==> src/rtl/llpm_mem_pkg.sv <==
// ---------------------------------------------------------------------------
// llpm_mem_pkg
//   Shared types and request-field helpers for BlockRAM port users.
//   A packed RAM request is {addr, data, wr}:
//     bit 0                 : wr (1 = write, 0 = read)
//     [Width:1]             : write data
//     [Width+AddrWidth:W+1] : address
// ---------------------------------------------------------------------------
package llpm_mem_pkg;

   typedef enum logic [1:0] {
      IDLE  = 2'd0,
      ISSUE = 2'd1,
      RESP  = 2'd2
   } arb_state_t;

   // Bit position of the write flag within a packed request.
   function automatic int unsigned req_wr_bit();
      return 0;
   endfunction

   // LSB of the data field within a packed request.
   function automatic int unsigned req_data_lsb();
      return 1;
   endfunction

   // LSB of the address field for a given data width.
   function automatic int unsigned req_addr_lsb(input int unsigned width);
      return width + 1;
   endfunction

endpackage

==> src/rtl/bram_port_arbiter_rr_pick.sv <==
// ---------------------------------------------------------------------------
// rr_pick
//   Combinational round-robin picker.
//   Ports:
//     valid    in  NumReq    request vector
//     last_gnt in  GntWidth  most recently completed grant
//     winner   out GntWidth  first valid index after last_gnt, wrapping
//     any      out 1         some requester is valid
// ---------------------------------------------------------------------------
module rr_pick #(
   parameter int unsigned NumReq   = 4,
   parameter int unsigned GntWidth = $clog2(NumReq)
) (
   input  logic [NumReq-1:0]   valid,
   input  logic [GntWidth-1:0] last_gnt,
   output logic [GntWidth-1:0] winner,
   output logic                any
);

   always_comb begin
      int unsigned         idx;
      logic [GntWidth-1:0] idx_g;
      winner = '0;
      any    = 1'b0;
      idx    = 0;
      idx_g  = '0;
      for (int unsigned k = 1; k <= NumReq; k++) begin
         idx   = (32'(last_gnt) + k) % NumReq;
         idx_g = idx[GntWidth-1:0];
         if (!any && valid[idx_g]) begin
            any    = 1'b1;
            winner = idx_g;
         end
      end
   end

endmodule

==> src/rtl/bram_port_arbiter.sv <==
// ---------------------------------------------------------------------------
// bram_port_arbiter
//   Round-robin sharing of one BlockRAM port among NumReq requesters with a
//   single transaction in flight (IDLE -> ISSUE -> RESP -> IDLE).
//   Ports:
//     clk, resetn             clock, async active-low reset
//     req/req_valid/req_bp    per-requester packed {addr,data,wr} requests
//     resp/resp_valid/resp_bp shared response data, one-hot valid per requester
//     mem_req*/mem_resp*      RAM port (response returned with the request)
//   Optional: define BRAM_ARB_STATS_EN to add stat_grants, NumReq saturating
//   CntWidth-bit acceptance counters (requester i at slice i).
// ---------------------------------------------------------------------------
module bram_port_arbiter
   import llpm_mem_pkg::*;
#(
   parameter string       Name      = "",
   parameter int unsigned NumReq    = 4,
   parameter int unsigned Width     = 8,
   parameter int unsigned AddrWidth = 8,
   parameter int unsigned CntWidth  = 16,
   localparam int unsigned ReqWidth = Width + AddrWidth + 1,
   localparam int unsigned GntWidth = $clog2(NumReq)
) (
   input  logic                       clk,
   input  logic                       resetn,
   input  logic [NumReq*ReqWidth-1:0] req,
   input  logic [NumReq-1:0]          req_valid,
   output logic [NumReq-1:0]          req_bp,
   output logic [Width-1:0]           resp,
   output logic [NumReq-1:0]          resp_valid,
   input  logic [NumReq-1:0]          resp_bp,
   output logic [ReqWidth-1:0]        mem_req,
   output logic                       mem_req_valid,
   input  logic                       mem_req_bp,
   input  logic [Width-1:0]           mem_resp,
   input  logic                       mem_resp_valid,
   output logic                       mem_resp_bp
`ifdef BRAM_ARB_STATS_EN
   ,
   output logic [NumReq*CntWidth-1:0] stat_grants
`endif
);

   arb_state_t          state, state_nxt;
   logic [GntWidth-1:0] last_gnt, gnt, pick;
   logic                pick_any, accept, xfer, resp_done;
   logic [ReqWidth-1:0] req_q;
   logic [Width-1:0]    resp_q;
   logic [ReqWidth-1:0] req_slice [NumReq];

   for (genvar i = 0; i < NumReq; i++) begin : g_slice
      assign req_slice[i] = req[i*ReqWidth +: ReqWidth];
   end

   rr_pick #(
      .NumReq   (NumReq),
      .GntWidth (GntWidth)
   ) u_pick (
      .valid    (req_valid),
      .last_gnt (last_gnt),
      .winner   (pick),
      .any      (pick_any)
   );

   always_ff @(posedge clk or negedge resetn) begin
      if (!resetn) state <= IDLE;
      else         state <= state_nxt;
   end

   // Acceptance is gated by resetn so req_bp reads all-ones while reset is held.
   always_comb begin
      state_nxt     = state;
      req_bp        = '1;
      resp_valid    = '0;
      mem_req       = '0;
      mem_req_valid = 1'b0;
      mem_resp_bp   = 1'b1;
      accept        = 1'b0;
      xfer          = 1'b0;
      resp_done     = 1'b0;
      case (state)
         IDLE: begin
            if (pick_any && resetn) begin
               accept       = 1'b1;
               req_bp[pick] = 1'b0;
               state_nxt    = ISSUE;
            end
         end
         ISSUE: begin
            mem_req       = req_q;
            mem_req_valid = 1'b1;
            mem_resp_bp   = 1'b0;
            if (!mem_req_bp) begin
               xfer      = 1'b1;
               state_nxt = RESP;
            end
         end
         RESP: begin
            resp_valid[gnt] = 1'b1;
            if (!resp_bp[gnt]) begin
               resp_done = 1'b1;
               state_nxt = IDLE;
            end
         end
         default: state_nxt = IDLE;
      endcase
   end

   assign resp = resp_q;

   always_ff @(posedge clk or negedge resetn) begin
      if (!resetn) begin
         last_gnt <= GntWidth'(NumReq - 1);
         gnt      <= '0;
         req_q    <= '0;
         resp_q   <= '0;
      end else begin
         if (accept) begin
            gnt   <= pick;
            req_q <= req_slice[pick];
         end
         // The RAM answers in the transfer cycle; a response outside it is dropped.
         if (xfer && mem_resp_valid) resp_q <= mem_resp;
         if (resp_done) last_gnt <= gnt;
      end
   end

   always_ff @(posedge clk) begin
      if (resetn && state != IDLE)
         assert (32'(gnt) < NumReq && CntWidth > 0)
            else $error("bram_port_arbiter %s: grant %0d out of range", Name, gnt);
   end

`ifdef BRAM_ARB_STATS_EN
   logic [CntWidth-1:0] grant_cnt [NumReq];

   always_ff @(posedge clk or negedge resetn) begin
      if (!resetn) begin
         for (int unsigned i = 0; i < NumReq; i++) grant_cnt[i] <= '0;
      end else if (accept && grant_cnt[pick] != '1) begin
         grant_cnt[pick] <= grant_cnt[pick] + 1'b1;
      end
   end

   for (genvar i = 0; i < NumReq; i++) begin : g_stat
      assign stat_grants[i*CntWidth +: CntWidth] = grant_cnt[i];
   end
`endif

endmodule

==> config.mk <==
export PLATFORM = sky130hd
export DESIGN_NAME = bram_port_arbiter
export DESIGN_NICKNAME = d
export VERILOG_FILES = /design/src/rtl/llpm_mem_pkg.sv /design/src/rtl/bram_port_arbiter_rr_pick.sv /design/src/rtl/bram_port_arbiter.sv
export SDC_FILE = /design/constraint.sdc
export NUM_CORES = 1
export LEC_CHECK = 0
export ABC_CLOCK_PERIOD_IN_PS = 2100
export CORE_MARGIN = 10
export CORE_UTILIZATION = 37
export CTS_CLUSTER_SIZE = 16
export DETAILED_ROUTE_END_ITERATION = 10
export PLACE_DENSITY = 0.93
export REMOVE_ABC_BUFFERS = 1
export SYNTH_ARGS = -nofsm -noshare
export SYNTH_HDL_FRONTEND = slang
export SYNTH_SLANG_ARGS = --single-unit
==> constraint.sdc <==
create_clock -name clk -period 2.1 [get_ports clk]
set_input_delay 0.21 -clock clk [delete_from_list [all_inputs] [get_ports clk]]
set_output_delay 0.21 -clock clk [all_outputs]
set_load 0.03 [all_outputs]
### After elaboration in Yosys (flattened, before gate mapping)

Index checks and enable logic that the tools add are counted.

* $add $sub $neg: 4
* eq/ne operators: 5
* magnitude comparators: 9
* muxes and demuxes: 41
* bitwise logic cells: 2
* reductions and logical operators: 12

Operators by type and width (number)
* 17-bit 2-to-1 mux: 3
* 17-bit binary-select mux with 2-bit select: 1
* 1-bit 2-to-1 mux: 19
* 2-bit by 3-bit less-than comparator with 1-bit output (second input constant): 6
* 2-bit 2-to-1 mux: 7
* 4-bit 2-to-1 mux: 3
* 1-bit binary-select mux with 2-bit select: 5
* 1-bit logical AND: 7
* 2-bit != test (second input constant): 3
* 2-bit one-hot mux with 3 select lines: 1
* 2-bit by 1-bit adder with 2-bit output (second input constant): 2
* 2-bit adder (second input constant): 2
* 1-bit demux with 2-bit select: 2
* 2-bit by 1-bit greater-or-equal comparator with 1-bit output (second input constant): 2
* 4-bit NOT: 1
* 3-bit greater-or-equal comparator (second input constant): 1
* 1-bit logical NOT: 3
* 2-bit NOT with 3-bit output: 1
* 3-bit AND reduction: 1
* 2-bit by 1-bit == test with 1-bit output (second input constant): 1
* 2-bit == test (second input constant): 1
* 2-bit logical NOT: 1

* register bits: 31
* output and inout bits: 35

### Depth between registers and ports, before layout

* depth in word-level cells: 20
* gate-level depth with buffers: 8
* gate-level depth less buffers: 5

### Cells and area by module

A second synthesis with hierarchy kept.

* cell total of the unflattened synthesis: 142
* area, all modules: 1974.4 sq um

By module, submodules not included
* bram_port_arbiter: times used 1, cells an instance 128, sequential area each 778.2 sq um, area an instance 1883.1 sq um
* rr_pick: times used 1, cells an instance 14, sequential area each 0.0 sq um, area an instance 91.3 sq um

### Worst setup path after synthesis

No wires, ideal clock.

* path type: reg2out
* start: register state[1]
* end: output port mem_req[10]
* buffers on the path: 1
* slack: 0.118 ns
* stages on the path, launching flop included: 5
* arrival time: 1.772 ns
* cells stage by stage: dfrtp_1 -> nand2b_1 -> inv_1 -> clkbuf_1 -> and2_1

* word-level cells in the longest chain between the ends: 2

RTL lines
* from (decl): line bram_port_arbiter.sv:44 `arb_state_t state, state_nxt;`
* from (signal assigned): line bram_port_arbiter.sv:67 `else state <= state_nxt;`
* 2-bit by 1-bit == test with 1-bit output: line bram_port_arbiter.sv:81 `case (state)`
* 17-bit 2-to-1 mux: line bram_port_arbiter.sv:81
* to (decl): line bram_port_arbiter.sv:32 `output logic [ReqWidth-1:0] mem_req,`

Every way passes these cells.

### Worst setup path after layout

* start: register last_gnt[1]
* end: output port req_bp[3]

* word-level cells in the longest chain between the ends: 20
* elaborated cells between the ends (all ways): 35

RTL lines
* from (decl): line bram_port_arbiter.sv:45 `logic [GntWidth-1:0] last_gnt, gnt, pick;`
* from (signal assigned): line bram_port_arbiter.sv:113 `last_gnt <= GntWidth'(NumReq - 1);`
* from (signal assigned): line bram_port_arbiter.sv:124 `if (resp_done) last_gnt <= gnt;`
* 2-bit by 1-bit adder with 2-bit output: line bram_port_arbiter_rr_pick.sv:28 `idx = (32'(last_gnt) + k) % NumReq;`
* 1-bit binary-select mux with 2-bit select: line bram_port_arbiter_rr_pick.sv:30 `if (!any && valid[idx_g]) begin`
* 1-bit 2-to-1 mux (implied by the code): line bram_port_arbiter_rr_pick.sv:30
* 1-bit 2-to-1 mux: line bram_port_arbiter_rr_pick.sv:30
* 1-bit logical NOT: line bram_port_arbiter_rr_pick.sv:30
* 1-bit logical AND: line bram_port_arbiter_rr_pick.sv:30
* 1-bit 2-to-1 mux: line bram_port_arbiter_rr_pick.sv:30
* 1-bit logical NOT: line bram_port_arbiter_rr_pick.sv:30
* (+4 left out)
* 2-bit 2-to-1 mux: line bram_port_arbiter_rr_pick.sv:30
* 2-bit by 3-bit less-than comparator with 1-bit output (implied by the code) or 2-bit by 1-bit greater-or-equal comparator with 1-bit output (tied branches): line bram_port_arbiter.sv:85 `req_bp[pick] = 1'b0;`
* 1-bit logical AND (implied by the code): line bram_port_arbiter.sv:85
* 1-bit 2-to-1 mux (implied by the code): line bram_port_arbiter.sv:85
* 1-bit demux with 2-bit select: line bram_port_arbiter.sv:85
* 4-bit NOT (no source line)
* 4-bit 2-to-1 mux (*): line bram_port_arbiter.sv:83 `if (pick_any && resetn) begin`
* 4-bit 2-to-1 mux (*): line bram_port_arbiter.sv:81
* to (decl): line bram_port_arbiter.sv:28 `output logic [NumReq-1:0] req_bp,`

Mark *: on every way between the ends. The rest lies on a longest branch, timed or not. The select of a mux whose other input is x is not followed.

==> summary.md <==
| Metric | Value |
|---|---|
| Clock transition at the registers of the reported paths | `approximately 0.07 ns` |
| Cells after DPL | `about 370` |
| GRT overflow | `0` |
| Worst-Margin Slew | `around 0.40 ns` |
| Max-cap violations | `0` |
| CTS H-tree lvls | `2` |
| Nets@finish | `roughly 400` |
| Critical path's slowest cell | `dfstp_2` |
| Most numerous cell in the Yosys netlist | `mux2i_1` |
| Startpoint type of the worst setup path | `register` |
| Avg Cell Area, Syn | `around 11 um2` |
| Final Hold Fails | `0` |
| Commonest cells in the netlist | `mux2i_1 (35), dfrtp_1 (29), nor2_1 (20)` |
| Crit path max fanout | `12` |
| Initial drt markers | `between 50 and 60` |
| Mapped cell area | `roughly 1900 um2` |
| Avg WL per Cell | `~18 um` |
| Relative slew slack | `~74%` |
| Die Ht | `approximately 92 um` |
| Cell-by-cell trace of the critical path | `nand2_1 -> a21oi_1 -> o221a_2 -> buf_8 -> nand2b_1 -> buf_4` |
| Core area | `5070 um2` |
| Synth-to-layout area growth | `76.0%` |
| DRC Markers | `0` |
| GRT Util Overall | `between 15 and 20%` |
| Critical path's top delay family | `flip-flops` |
| Crit Path Category | `register to primary output` |
| Post-synth cell types | `31` |
| Worst Path Required | `roughly 1.9 ns` |
| Static leakage | `1.50 nW` |
| Post-synth top area share | `between 30% and 40%` |
| Fin cells | `between 300 and 400` |
| TritonRoute pass-1 iters | `4` |
| Antenna-violating nets left | `0` |
| Fmax | `0.490 GHz` |
| CTS Hold Bufs | `0` |
| Worst hold slack | `0.382 ns` |
| TritonCTS buffer count | `5` |
| Largest net degree at the start of global routing | `32` |
| Area leader, netlist | `dfrtp_1` |
| HP Class | `input port to async pin` |
| Peak VDD IR | `0.000613 V` |
| Synth Warn # | `0` |
| Via density | `a little under 5` |
| CP endpoint kind | `primary output` |
| Die width | `92.2 um` |
| Main flop type after synthesis | `dfrtp_1` |
| Post-synth ARST share | `between 90% and 100%` |
| Tcrit/Tclk final | `between 90% and 100%` |
| Vias in the first global route | `2038` |
| Dpl ws | `-0.270 ns` |
| Die area | `roughly 8500 um2` |
| P per Cell Area | `approximately 1300 nW/um2` |
| Final setup violation count | `0` |
| Final min period | `slightly above 2 ns` |
| Ant. Diodes | `0` |
| Setup ws final | `slightly below 0.06 ns` |
| Status | `completed` |
| Post-synth EDFFs | `0` |
| Drt total wl | `6930 um` |
| Initial antenna violation count | `0` |
| Clk_skew | `between 0.008 and 0.009 ns` |
| Starting Density | `38.0%` |
| Clock Latency Late Sink | `between 0.2 and 0.3 ns` |
| Top cells by area, synth | `dfrtp_1 (38%), mux2i_1 (18%), and2_1 (5.8%)` |
| CTS tree | `built` |
| Post-layout util | `about two thirds` |
| Global-route wire length before repair | `10900 um` |
| Top Ports | `around 120` |
| WP buf/inv | `2` |
| Post-synthesis register bit count | `31` |
| CTS Sinks | `31` |
| Max Root-Sink Buffers | `2` |
| Critical Path Max Stage Delay | `roughly 0.6 ns` |
| Row cnt | `26` |
| Seq/Total Area, Yosys | `40.4%` |
| Vias | `1892` |
| Layout cells sized above 1 | `between 20 and 25%` |
| PortBufs | `122` |
| Gpl congestion | `~0.74` |
| Syn Inst Count | `about 180` |
| Pwr Total | `around 4.4 mW` |
| Worst Path Arrival | `between 1.5 and 2 ns` |
| Slew Viols, Final | `0` |
| Clock root buffer | `clkbuf_8` |
| DP HPWL | `between 5000 and 6000 um` |
==> cell families (layout without fill, tap and decap cells) <==
kind of cell	Yosys count	count (layout)	synth area share, %
AO/OA/AOI/OAI	26	26	12.3
buffers and inverters	14	150	5.19
flip-flops	31	31	40.4
multiplexers	47	47	25.8
AND/OR/NAND/NOR	57	57	16.3
==> timing repair <==
item,CTS,global route
gates resized for setup,13,11
gates cloned,1,0
setup buffers,2,3
pin swaps,1,2
setup endpoints to repair,4,15
==> routing by layer <==
layer / global-route usage (%) / up-vias / wire length [um]
met1: 16.8 / 920 / 2510
li1: - / 908 / -
met2: 30.8 / 58 / 4020
met4: 2.57 / 0 / 70
met3: 4.40 / 6 / 331
met5: 0 / - / 0
==> metrics by stage <==
step | area, um2 | setup TNS, ns
after global placement | 3220 | -3.05
after CTS | 3350 | 0
after floorplan | 1830 | -14.73
after global routing | 3390 | -0.0185
final | 3390 | 0
after detailed placement | 3220 | -3.62
==> where the power goes <==
part	internal (mW)	switching, mW
sequential	0.910	0.204
combinational	1.31	1.49
clock	0.298	0.224
total	2.52	1.92
==> sequential cells by signal, summed over array words and instances, names as in the netlist <==
register and count:
gnt 2, last_gnt 2, req_q 17, resp 8
state 2
==> final timing paths <==
| check | from | end | slack [ns] | depth (start not counted) |
|---|---|---|---|---|
| setup / recovery | last_gnt[1] | req_bp[3] | 0.06 | 6 |
| setup reg to reg | last_gnt[1] | req_q[8] | 0.15 | 6 |
| hold reg to reg | resp[0] | resp[0] | 0.48 | 1 |
| hold / removal | resetn | req_q[13] | 0.38 | 2 |
| max in group asynchronous | resetn | last_gnt[0] | 1.39 | 2 |
| min in group clk | resp[0] | resp[0] | 0.48 | 1 |
==> cells in the final DEF (no fill, tap or decap), drive strengths merged, types with 2 or more instances in the layout <==
cell            n
dfstp           2
clkbuf          7
nor2           20
dlymetal6s2s    3
clkdlybuf4s50  95
clkinvlp        2
nand2           5
and2           18
buf            40
a221oi         17
dfrtp          29
a21oi           3
mux2           11
o21ai           2
nor2b           2
mux2i          35
nand2b          5
nor3b           3
dlygate4sd2     2
==> cell type report <==
| class | instances | area (um2) |
|---|---|---|
| inverters | 2 | 11.3 |
| repair buffers | 140 | 1340 |
| fillers | 414 | 1680 |
| well taps | 70 | 87.6 |
| multi-input cells | 130 | 1070 |
| clock buffers | 7 | 96.3 |
| clock inverters | 1 | 7.51 |
| flip-flops and latches | 31 | 778 |
Note: power is estimated with default switching activity, not from simulation.
